## config.mk

```make
export PLATFORM = sky130hd
export DESIGN_NAME = voice_sequencer
export DESIGN_NICKNAME = d
export VERILOG_FILES = /design/src/rtl/voice_sequencer.sv
export SDC_FILE = /design/constraint.sdc
export NUM_CORES = 1
export LEC_CHECK = 0
export CAP_MARGIN = 20
export CORE_MARGIN = 2
export CORE_UTILIZATION = 43
export DETAILED_ROUTE_END_ITERATION = 16
export PLACE_DENSITY = 0.77
export SYNTH_ARGS = -nofsm -noshare
export SYNTH_HDL_FRONTEND = slang
export SYNTH_SLANG_ARGS = --single-unit
```

## constraint.sdc

```tcl
create_clock -name clk -period 3.1 [get_ports clk]
set_input_delay 0.31 -clock clk [delete_from_list [all_inputs] [get_ports clk]]
set_output_delay 0.31 -clock clk [all_outputs]
set_load 0.02 [all_outputs]
```

## src/rtl/voice_sequencer.sv

```systemverilog
// Frame sequencer: on each frame request, steps every enabled sine_reader once in index order,
// accumulates their samples, and emits one scaled, saturated 16-bit mix sample.
module voice_sequencer #(
    parameter int NUM_VOICES = 4,
    parameter int TIMEOUT    = 15,
    parameter int GAIN_SHIFT = 2
) (
    input  logic                     clk,
    input  logic                     reset,
    input  logic                     new_frame,
    input  logic                     load_steps,
    input  logic [20*NUM_VOICES-1:0] voice_step_in,
    input  logic [NUM_VOICES-1:0]    voice_enable_in,
    output logic [20*NUM_VOICES-1:0] step_size,
    output logic [NUM_VOICES-1:0]    generate_next,
    input  logic [NUM_VOICES-1:0]    sample_ready,
    input  logic [16*NUM_VOICES-1:0] sample,
    output logic [15:0]              mix_out,
    output logic                     mix_valid,
    output logic                     busy,
    output logic                     overrun,
    output logic                     timeout_err
);

    localparam int LOG_V = $clog2(NUM_VOICES);
    localparam int AW    = 16 + LOG_V;
    localparam int VW    = (NUM_VOICES > 1) ? LOG_V : 1;
    localparam int CW    = (TIMEOUT > 1) ? $clog2(TIMEOUT) : 1;

    localparam logic signed [AW-1:0] SAT_MAX = AW'(32767);
    localparam logic signed [AW-1:0] SAT_MIN = AW'(-32768);

    typedef enum logic [2:0] {S_IDLE, S_ISSUE, S_WAIT, S_SKIP, S_DONE} state_t;

    state_t                     state_q, state_d;
    logic [VW-1:0]              v_q, v_d;
    logic [CW-1:0]              wait_q, wait_d;
    logic signed [AW-1:0]       acc_q, acc_d;
    logic [20*NUM_VOICES-1:0]   shadow_step_q, shadow_step_d;
    logic [NUM_VOICES-1:0]      shadow_en_q, shadow_en_d;
    logic [20*NUM_VOICES-1:0]   act_step_q, act_step_d;
    logic [NUM_VOICES-1:0]      act_en_q, act_en_d;
    logic [15:0]                mix_q, mix_d;
    logic                       overrun_q, overrun_d;
    logic                       timeout_q, timeout_d;

    logic signed [15:0]         samp_arr [NUM_VOICES];
    logic signed [15:0]         samp_cur;
    logic signed [AW-1:0]       shifted;
    logic [15:0]                sat_val;
    logic                       last_voice;
    logic [VW-1:0]              v_next;
    logic                       next_en;
    logic                       adv;
    logic [NUM_VOICES-1:0]      frame_en;

    for (genvar g = 0; g < NUM_VOICES; g++) begin : g_unpack
        assign samp_arr[g] = sample[16*g +: 16];
    end

    assign samp_cur   = samp_arr[v_q];
    assign last_voice = (v_q == VW'(NUM_VOICES - 1));
    assign v_next     = v_q + VW'(1);
    assign next_en    = last_voice ? 1'b0 : act_en_q[v_next];

    always_comb begin
        shifted = acc_q >>> GAIN_SHIFT;
        if (shifted > SAT_MAX)
            sat_val = 16'h7FFF;
        else if (shifted < SAT_MIN)
            sat_val = 16'h8000;
        else
            sat_val = shifted[15:0];
    end

    always_ff @(posedge clk) begin
        if (reset) begin
            state_q       <= S_IDLE;
            v_q           <= '0;
            wait_q        <= '0;
            acc_q         <= '0;
            shadow_step_q <= '0;
            shadow_en_q   <= '0;
            act_step_q    <= '0;
            act_en_q      <= '0;
            mix_q         <= '0;
            overrun_q     <= 1'b0;
            timeout_q     <= 1'b0;
        end else begin
            state_q       <= state_d;
            v_q           <= v_d;
            wait_q        <= wait_d;
            acc_q         <= acc_d;
            shadow_step_q <= shadow_step_d;
            shadow_en_q   <= shadow_en_d;
            act_step_q    <= act_step_d;
            act_en_q      <= act_en_d;
            mix_q         <= mix_d;
            overrun_q     <= overrun_d;
            timeout_q     <= timeout_d;
        end
    end

    always_comb begin
        state_d       = state_q;
        v_d           = v_q;
        wait_d        = wait_q;
        acc_d         = acc_q;
        shadow_step_d = shadow_step_q;
        shadow_en_d   = shadow_en_q;
        act_step_d    = act_step_q;
        act_en_d      = act_en_q;
        mix_d         = mix_q;
        overrun_d     = overrun_q;
        timeout_d     = timeout_q;
        adv           = 1'b0;
        frame_en      = load_steps ? voice_enable_in : shadow_en_q;

        if (load_steps) begin
            shadow_step_d = voice_step_in;
            shadow_en_d   = voice_enable_in;
        end
        if (new_frame && (state_q != S_IDLE))
            overrun_d = 1'b1;

        case (state_q)
            S_IDLE: begin
                if (new_frame) begin
                    // a load in the same cycle as the frame request takes effect immediately
                    act_step_d = load_steps ? voice_step_in : shadow_step_q;
                    act_en_d   = frame_en;
                    acc_d      = '0;
                    v_d        = '0;
                    state_d    = frame_en[0] ? S_ISSUE : S_SKIP;
                end
            end
            S_ISSUE: begin
                wait_d  = '0;
                state_d = S_WAIT;
            end
            S_WAIT: begin
                if (sample_ready[v_q]) begin
                    acc_d = acc_q + AW'(samp_cur);
                    adv   = 1'b1;
                end else if (wait_q == CW'(TIMEOUT - 1)) begin
                    timeout_d = 1'b1;
                    adv       = 1'b1;
                end else begin
                    wait_d = wait_q + CW'(1);
                end
            end
            S_SKIP: adv = 1'b1;
            S_DONE: begin
                mix_d   = sat_val;
                state_d = S_IDLE;
            end
            default: state_d = S_IDLE;
        endcase

        if (adv) begin
            if (last_voice) begin
                state_d = S_DONE;
            end else begin
                v_d     = v_next;
                state_d = next_en ? S_ISSUE : S_SKIP;
            end
        end
    end

    always_comb begin
        generate_next = '0;
        if (state_q == S_ISSUE)
            generate_next[v_q] = 1'b1;
        mix_valid   = (state_q == S_DONE);
        mix_out     = (state_q == S_DONE) ? sat_val : mix_q;
        busy        = (state_q != S_IDLE);
        step_size   = act_step_q;
        overrun     = overrun_q;
        timeout_err = timeout_q;
    end

endmodule

```

==> results of run 1 <==
==> kinds of logic after synthesis <==
kind of cell    count (synthesis)  share of synthesized area, %
compound gates                153                         12.10
flops                         213                         48.22
fa+ha+maj                      24                         3.481
buf+inv                        80                         3.848
simple gates                  292                         14.49
xor+xnor                        8                        0.7923
mux                           126                         17.08
==> synthesized netlist by cell type, types with 3 or more instances <==
library cell  number  area [um^2]
a211oi_1          83        623.1
o21ai_0           11        55.05
buf_2             26        130.1
mux2_2            18        202.7
buf_1              5        18.77
mux2i_1           89        890.9
nor3b_1            3        22.52
and3_1             7        43.79
nor2b_1           19        118.9
nand3b_1           4        30.03
clkbuf_1          33        123.9
a21o_1             8        60.06
nand2_1           21        78.83
mux4_2            18        405.4
inv_1             15        56.30
nor2_1           195        732.0
a31oi_1            5        31.28
nand3_1           16        80.08
a21oi_1           27        135.1
dfxtp_1          213         4264
xnor2_1            6        52.55
ha_1              23        287.8
a32oi_1            3        26.28
nor3_1            14        70.07
==> per-stage QoR <==
step / setup WS [ns] / setup TNS (ns) / total power [mW] / cells
after floorplan: 0.004814 / 0 / 4.098 / 896
after global placement: 0.01790 / 0 / 4.782 / 1380
after detailed placement: -0.02307 / -0.02307 / 4.819 / 1380
after CTS: 0.1073 / 0 / 7.599 / 1422
after global routing: 0.0006442 / 0 / 7.874 / 1424
final: 0.1201 / 0 / 7.506 / 1425
==> worst max path at each step <==
| stage | from | to | slack, ns |
|---|---|---|---|
| final | v_q[0]$_SDFF_PP0_ | acc_q[14]$_SDFFE_PP0P_ | 0.12 |
| after global routing | v_q[0]$_SDFF_PP0_ | acc_q[14]$_SDFFE_PP0P_ | 0.0006 |
| after CTS | v_q[0]$_SDFF_PP0_ | acc_q[14]$_SDFFE_PP0P_ | 0.11 |
| after detailed placement | sample[16] | acc_q[14]$_SDFFE_PP0P_ | -0.02 |
| after global placement | sample[16] | acc_q[14]$_SDFFE_PP0P_ | 0.02 |
| after floorplan | v_q[0]$_SDFF_PP0_ | acc_q[17]$_SDFFE_PP0P_ | 0.005 |
==> what timing repair did <==
item | 4_1_cts | 5_1_grt
hold endpoints to repair | 0 | 0
resized for setup | 0 | 1
setup buffers | 0 | 2
setup endpoints to repair | 0 | 1
==> routing by layer <==
metal  share of wire (%)  GRT usage, %  vias to the layer above  wire length, um
li1                    -             -                     3648                -
met1                  41         22.70                     3340             9131
met2                  47         34.16                      205            10390
met3                 9.0         7.191                       39             1980
met4                 2.6         5.625                        2              569
met5               0.059             0                        -               13
==> state kept, by name, indices dropped and copies added, names as in the netlist, 2 cells and up <==
name / flops
shadow_step_q: 80
step_size: 80
acc_q: 18
mix_q: 16
act_en_q: 4
shadow_en_q: 4
wait_q: 4
state_q: 3
v_q: 2
==> report_power, final <==
part           switching, mW  leakage (nW)  internal, mW
logic                  0.851          2.87         0.806
clock network           1.10         0.383          1.65
registers              0.121          1.75          2.98
==> worst reg2reg max path, delay by kind of cell (launching register included) <==
family / cells / cell delay (ns)
compound gates: 5 / 0.91
mux: 1 / 0.54
fa+ha+maj: 2 / 0.41
flops: 1 / 0.37
simple gates: 2 / 0.37
buf+inv: 2 / 0.26
==> cell type report <==
class                      count  area [um^2]  share of cell area, %
clock buffer                  36        704.4                  5.629
inverter                      15        56.30                 0.4500
sequential                   213         4264                  34.08
multi-input combinational    603         4244                  33.92
antenna                        1        2.502                0.02000
tap                          270        337.8                  2.700
timing repair buffer         281         2831                  22.63
clock inverter                 6        72.57                 0.5799
==> results_dict.tcl, run 1 <==
set metrics [dict create \
    status "completed" \
    antenna_found_initial 2 \
    drt_iter0_markers 232 \
    gp_routability_congestion 0.8486 \
    synth-edff-count 0 \
    yosysWarnings 0 \
    utilization_pct 61.84 \
    worstPathRequired_ns 3.50 \
    core_mm2 0.02023 \
    syn_inst 896 \
    holdWs_ns 0.2068 \
    start_util_pct 43.71 \
    rr_worst_depth 12 \
    grt_start_max_net_pins 93 \
    grt_pass1_vias 7121 \
    fillCellCount 1687 \
    grt_usage_pct 19.62 \
    dpl.hpwl_um 15330 \
    clock_latency_ns 0.52 \
    dr.pass1.iters 4 \
    slew_headroom_pct 63.29 \
    leakagePower_nw 5.009 \
    fin_crit_sh_pct 96.13 \
    wirelength_um 22080 \
    min_from "load_steps" \
    final_nets 1317 \
    cts.sinks 213 \
    worstReg2RegStart "v_q[0]$_SDFF_PP0_" \
    worstMarginPinSlew_ns 0.5506 \
    clk_path_buf_depth 3 \
    die_y_um 147.4 \
    path_clk_slew_ns 0.06 \
    fin_area_mm2 0.01251 \
    critical_path_class "register to register" \
    r2r_end "acc_q[14]$_SDFFE_PP0P_" \
    ys_seq_area_share_pct 48.22 \
    critPathBufInv 2 \
    wl_per_cell_um 15.50 \
    grt_pass1_wl_um 35270 \
    ir_worst_vdd_uv 498.7 \
    fmax_mhz 335.6 \
    ys_ff_latch 213 \
    cts_root_buf "clkbuf_16" \
    area_delta_synth_final_pct 41.50 \
    ios 260 \
    gr-total-overflow 0 \
    crit_cells 12 \
    hold_buffers 0 \
    r2r_setup_slack_ns 0.12 \
    die_w_um 147.4 \
    fin_crit_ns 2.980 \
    cp_slowest_cell "mux4_2" \
    async_flop_share_pct 0 \
    path_max_fanout 17 \
    critPathCaptureType "register" \
    maxCapViolCount 0 \
    numCtsBuffers 23 \
    hold_end "shadow_step_q[65]$_SDFF_PP0_" \
    final_hold_viol_count 0 \
    max_stage_delay_ns 0.53 \
    rsz0062_at_grt "no" \
    final_layout_size_suffix_gt1_share_pct 9.099 \
    crit_family "compound AO/OA/AOI/OAI gates" \
    layout_commonest_cell "clkdlybuf4s50_1" \
    numPortBuffers 259 \
    final_cell_mix "clkdlybuf4s50_1 (257), dfxtp_1 (213), nor2_1 (195), mux2i_1 (89), a211oi_1 (83)" \
    worstHoldPathType "input pin to register" \
    syn-cell-area_mm2 0.008843 \
    syn_nets 1076 \
    drv_slew 0 \
    placed_area_mm2 0.01172 \
    cp.arrival_ns 3.38 \
    syn_avg_cell_area_um2 9.870 \
    die-area_mm2 0.02173 \
    clock_skew_ns 0.02110 \
    fp-row-count 52 \
    vias 7234 \
    setup_violations 0 \
    synth_cell_types 51 \
    drc 0 \
    worstSetupStartpointType "register" \
    drtAntennaViolNets 0 \
    synth-main-ff-cell "dfxtp_1" \
    p_per_area_mw_per_mm2 599.8 \
    hold_depth 3 \
    drt-vias-per-instance 5.076 \
    worstPathCellList "buf_12 -> mux4_2 -> ha_1 -> inv_1 -> fa_1 -> nor2b_2 -> o21ai_1 -> a211o_1 -> a21o_1 -> a211oi_2 -> or3_1 -> a32o_1" \
    cts_tree "built" \
    h-tree-depth 1 \
]
No activity file was read; power rests on OpenSTA's default activity.
==> run 2, diff against run 1 <==
==> constraint.sdc (replaced) <==
create_clock -name clk -period 2.72 [get_ports clk]
set_input_delay 0.272 -clock clk [delete_from_list [all_inputs] [get_ports clk]]
set_output_delay 0.272 -clock clk [all_outputs]
set_load 0.005 [all_outputs]
==> run 2 against run 1 <==
Die area did not move. Register-to-register slack got worse by 0.19 ns. Setup slack got worse by 0.19 ns. Flip-flop and latch count did not move. Cell count rose by 1.8%. Global-route usage rose by 1.0 points. Power rose by 13%. Routed wire length rose by 3.6%. The flow now finishes with violations (setup timing). Largest cell class is now multi-input gates. Clock skew rose by 0.0014 ns.
==> results_dict.tcl, run 2 (synthesis results as in run 1) <==
set metrics [dict create \
    holdWs_ns 0.1728 \
    core_mm2 0.02023 \
    vias 7407 \
    status "finished with violations" \
    numCtsBuffers 23 \
    wl_met2_um 10930 \
    drv_slew 0 \
    fin_crit_ns 2.786 \
    path_max_fanout 5 \
    drtAntennaViolNets 0 \
    final_hold_viol_count 0 \
    worstSetupStartpointType "register" \
    ir_worst_vdd_uv 543.5 \
    clock_latency_ns 0.50 \
    grt_pass1_wl_um 37080 \
    cp.arrival_ns 3.18 \
    antenna_found_initial 0 \
    leakagePower_nw 5.157 \
    dr_wl_met3_um 2099 \
    utilization_pct 63.93 \
    fillCellCount 1586 \
    drc 0 \
    h-tree-depth 1 \
    antenna-diode-count 0 \
    ios 260 \
    final_cell_mix "clkdlybuf4s50_1 (257), dfxtp_1 (211), nor2_1 (194), mux2i_1 (89), a211oi_1 (83)" \
    final_layout_size_suffix_gt1_share_pct 13.81 \
    area_delta_synth_final_pct 46.28 \
    clock_skew_ns 0.02245 \
    final_nets 1346 \
    fmax_mhz 359.0 \
    fin_crit_sh_pct 102.4 \
    maxCapViolCount 0 \
    dpl.hpwl_um 15860 \
    grt_pass1_vias 7538 \
    cts_root_buf "clkbuf_16" \
    wl_per_cell_um 15.78 \
    rsz0062_at_grt "yes" \
    slew_headroom_pct 57.73 \
    highest_layer "met4" \
    worstMarginPinSlew_ns 0.6340 \
    path_clk_slew_ns 0.07 \
    critical_path_class "register to register" \
    gp_routability_congestion 0.8270 \
    fin_ws_ns -0.06576 \
    layout_commonest_cell "clkdlybuf4s50_1" \
    cts_tree "built" \
    violations "setup timing" \
    clk_path_buf_depth 3 \
    drt_iter0_markers 245 \
    start_util_pct 43.71 \
    tns_ns -0.1182 \
    post-place-cells 1405 \
    critPathCaptureType "register" \
    grt_usage_pct 20.62 \
    finalNonFillerCells 1450 \
    wirelength_um 22870 \
    die-area_mm2 0.02173 \
    drt-vias-per-instance 5.108 \
    gr-total-overflow 0 \
    grt_start_max_net_pins 93 \
    worstHoldPathType "input pin to register" \
    p_per_area_mw_per_mm2 653.6 \
    worstPathRequired_ns 3.12 \
    setup_violations 2 \
    die_y_um 147.4 \
    cts.sinks 213 \
    fp-row-count 52 \
    dr.pass1.iters 4 \
    numPortBuffers 259 \
    die_w_um 147.4 \
    met1_length_um 9264 \
]
-- run 2: final timing paths --
path	startpoint	depth (start not counted)	slack, ns	to
worst min register to register	acc_q[15]$_SDFFE_PP0P_	2	0.48	acc_q[15]$_SDFFE_PP0P_
worst min-delay path	reset	2	0.17	mix_q[5]$_SDFF_PP0_
worst max-delay path	v_q[0]$_SDFF_PP0_	12	-0.07	acc_q[14]$_SDFFE_PP0P_
worst max register to register	v_q[0]$_SDFF_PP0_	12	-0.07	acc_q[14]$_SDFFE_PP0P_
-- run 2: worst max-delay path, cell delays in order, from the launching register on --
cell      delay (ns)
dfxtp_4         0.38
buf_12          0.13
mux4_2          0.54
ha_4            0.18
inv_2           0.05
fa_2            0.22
nor2b_4         0.05
o21ai_2         0.14
a211o_1         0.17
a21o_1          0.19
a211oi_2        0.09
or3_1           0.30
a32o_1          0.25
-- run 2: what timing repair did --
action,in CTS,in global routing
setup buffers,4,2
hold buffers,0,0
pin swaps,8,13
cloned,1,0
setup endpoints to repair,5,10
resized for setup,20,22
-- run 2: final cells by class --
type                    instances  area [um^2]  area share, %
repair buffers                310         3087          23.86
inverters                      15        56.30         0.4352
multi-input cells             603         4438          34.31
flip-flops and latches        213         4269          33.00
clock buffers                  29        628.1          4.855
well taps                     270        337.8          2.611
clock inverters                10        120.1         0.9285
-- run 2: power by group --
part	total (mW)	internal (mW)	switching, mW
clock	3.07	1.83	1.24
combinational	1.84	1.02	0.826
sequential	3.54	3.40	0.145
total	8.45	6.24	2.21
-- run 2: metrics by stage --
step	worst slack [ns]	total power, mW	instance area, um^2
final	-0.06576	8.455	12940
after global routing	-0.1604	8.887	12940
after global placement	-0.2717	5.333	11960
after CTS	-0.08319	8.512	12870
after detailed placement	-0.3187	5.375	11960
after floorplan	-0.007634	4.499	8914
-- run 2: routing by layer --
layer	vias up	track usage [%]
met4	0	6.010
li1	3697	-
met2	246	36.14
met1	3419	23.72
met3	45	7.407
met5	-	0
==> run 3, diff against run 2 <==
Settings changed: CORE_MARGIN 2 to 5.
==> run 3 against run 2 <==
The run still ends with setup timing left. Sequential share of layout area shrank 0.16 points. Clock-buffer cell count grew 3. Clock skew shrank 0.015 ns. Final area grew 0.46%. Global-route usage shrank 1.5 points.
==> results_dict.tcl, run 3 (synthesis results as in run 1) <==
set metrics [dict create \
    grt_pass1_wl_um 37870 \
    numPortBuffers 259 \
    vias 7409 \
    clk_path_buf_depth 3 \
    slew_headroom_pct 58.70 \
    worstHoldPathType "input pin to register" \
    utilization_pct 64.23 \
    final_cell_mix "clkdlybuf4s50_1 (257), dfxtp_1 (212), nor2_1 (193), mux2i_1 (89), a211oi_1 (83)" \
    leakagePower_nw 5.178 \
    drt-vias-per-instance 5.110 \
    p_sw_mw 2.174 \
    cts.sinks 213 \
    fin_crit_ns 2.777 \
    area_delta_synth_final_pct 46.96 \
    p_per_area_mw_per_mm2 651.6 \
    ir_worst_vdd_uv 559.9 \
    worstMarginPinSlew_ns 0.6195 \
    max_stage_delay_ns 0.50 \
    maxCapViolCount 0 \
    ios 260 \
    gr-total-overflow 0 \
    die_y_um 153.4 \
    dpl.hpwl_um 16790 \
    drtAntennaViolNets 0 \
    worstPathCellList "buf_12 -> mux4_2 -> ha_1 -> a21o_1 -> a31oi_4 -> a21o_1 -> a211oi_2 -> or3_1 -> a32o_1" \
    fin_ws_ns -0.05651 \
    drc 0 \
    die_w_um 153.4 \
    core_mm2 0.02023 \
    final_hold_viol_count 0 \
    pwr-share-clk_pct 36.1 \
    die-area_mm2 0.02353 \
    dr.pass1.iters 4 \
    path_max_fanout 5 \
    rsz0062_at_grt "yes" \
    gp_routability_congestion 0.8181 \
    grt_start_max_net_pins 88 \
    critical_path_class "register to register" \
    drt_iter0_markers 368 \
    drv_slew 0 \
    clock_latency_ns 0.49 \
    worstSetupStartpointType "register" \
    fillCellCount 1636 \
    path_clk_slew_ns 0.06 \
    cp_slowest_cell "mux4_2" \
    critPathBufInv 1 \
    wl_per_cell_um 16.46 \
    worstPathRequired_ns 3.11 \
    layout_commonest_cell "clkdlybuf4s50_1" \
    fmax_mhz 360.2 \
    cts_root_buf "clkbuf_16" \
    start_util_pct 43.71 \
    antenna-diode-count 0 \
    crit_family "compound AO/OA/AOI/OAI gates" \
    wirelength_um 23870 \
    grt_pass1_vias 7408 \
    grt_usage_pct 19.12 \
    final_layout_size_suffix_gt1_share_pct 13.98 \
    setup_violations 2 \
    p_int_mw 6.295 \
    multi_input_area_mm2 0.004497 \
    status "finished with violations" \
    cp.arrival_ns 3.16 \
    antenna_found_initial 1 \
    clock_skew_ns 0.007562 \
    violations "setup timing" \
    numCtsBuffers 23 \
    fin_crit_sh_pct 102.1 \
    cts_tree "built" \
    critPathCaptureType "register" \
    hold_buffers 0 \
    regArea_mm2 0.004268 \
    seq_power_share_pct 41.9 \
    pwr-share-comb_pct 22.0 \
    post-place-ws_ns -0.3330 \
    cpMostUsedCell "a21o_1" \
    fp-row-count 52 \
    final_nets 1346 \
    h-tree-depth 1 \
    swShare_pct 25.67 \
]
run 3: final timing paths:
kind | end | cells after the start | slack (ns) | from
max | acc_q[14]$_SDFFE_PP0P_ | 9 | -0.06 | v_q[0]$_SDFF_PP0_
min | mix_q[5]$_SDFF_PP0_ | 2 | 0.22 | reset
max reg2reg | acc_q[14]$_SDFFE_PP0P_ | 9 | -0.06 | v_q[0]$_SDFF_PP0_
min reg2reg | acc_q[15]$_SDFFE_PP0P_ | 2 | 0.47 | acc_q[15]$_SDFFE_PP0P_
run 3: what timing repair did:
item,CTS,global route
setup endpoints to repair,6,9
gates resized for setup,28,23
buffers inserted,4,5
gates cloned,1,0
pin swaps,13,27
run 3: layout make-up:
type,count,area share (%)
Sequential cell,213,32.84
Timing Repair Buffer,310,23.80
Inverter,15,0.4332
Multi-Input combinational cell,603,34.60
Clock inverter,7,0.6547
Clock buffer,32,5.074
Tap cell,270,2.599
run 3: routing by layer:
layer | wire length [um] | up-vias | GRT usage, %
met5 | 11 | - | 0
met4 | 571 | 2 | 5.383
met3 | 2144 | 47 | 7.096
met2 | 11490 | 230 | 33.11
met1 | 9658 | 3422 | 22.28
li1 | - | 3708 | -
run 3: per-stage QoR:
stage          instances  cell area [um^2]   TNS (ns)  power, mW  hold WS (ns)
6_report            1450             13000    -0.1099      8.469        0.2193
5_1_grt             1450             13000    -0.4869      8.898        0.2515
4_1_cts             1446             12880    -0.1514      8.532        0.2244
3_5_place_dp        1402             11940     -1.260      5.374        0.4686
3_3_place_gp        1402             11940    -0.9656      5.334        0.4467
2_1_floorplan        896              8914  -0.007634      4.499        0.4115
run 3: power groups by stage:
| stage | clock network, mW | registers (mW) | logic (mW) |
|---|---|---|---|
| 2_1_floorplan | 0 | 3.59 | 0.909 |
| 4_1_cts | 3.14 | 3.55 | 1.84 |
| 3_5_place_dp | 0 | 3.61 | 1.76 |
| 6_report | 3.06 | 3.55 | 1.87 |
| 5_1_grt | 3.28 | 3.58 | 2.04 |
| 3_3_place_gp | 0 | 3.60 | 1.73 |
run 3: worst register-to-register path, cell delays in order (launching register included):
cell and delay [ns]:
dfxtp_4 0.42, buf_12 0.14, mux4_2 0.50, ha_1 0.32
a21o_1 0.23, a31oi_4 0.22, a21o_1 0.21, a211oi_2 0.09
or3_1 0.31, a32o_1 0.24
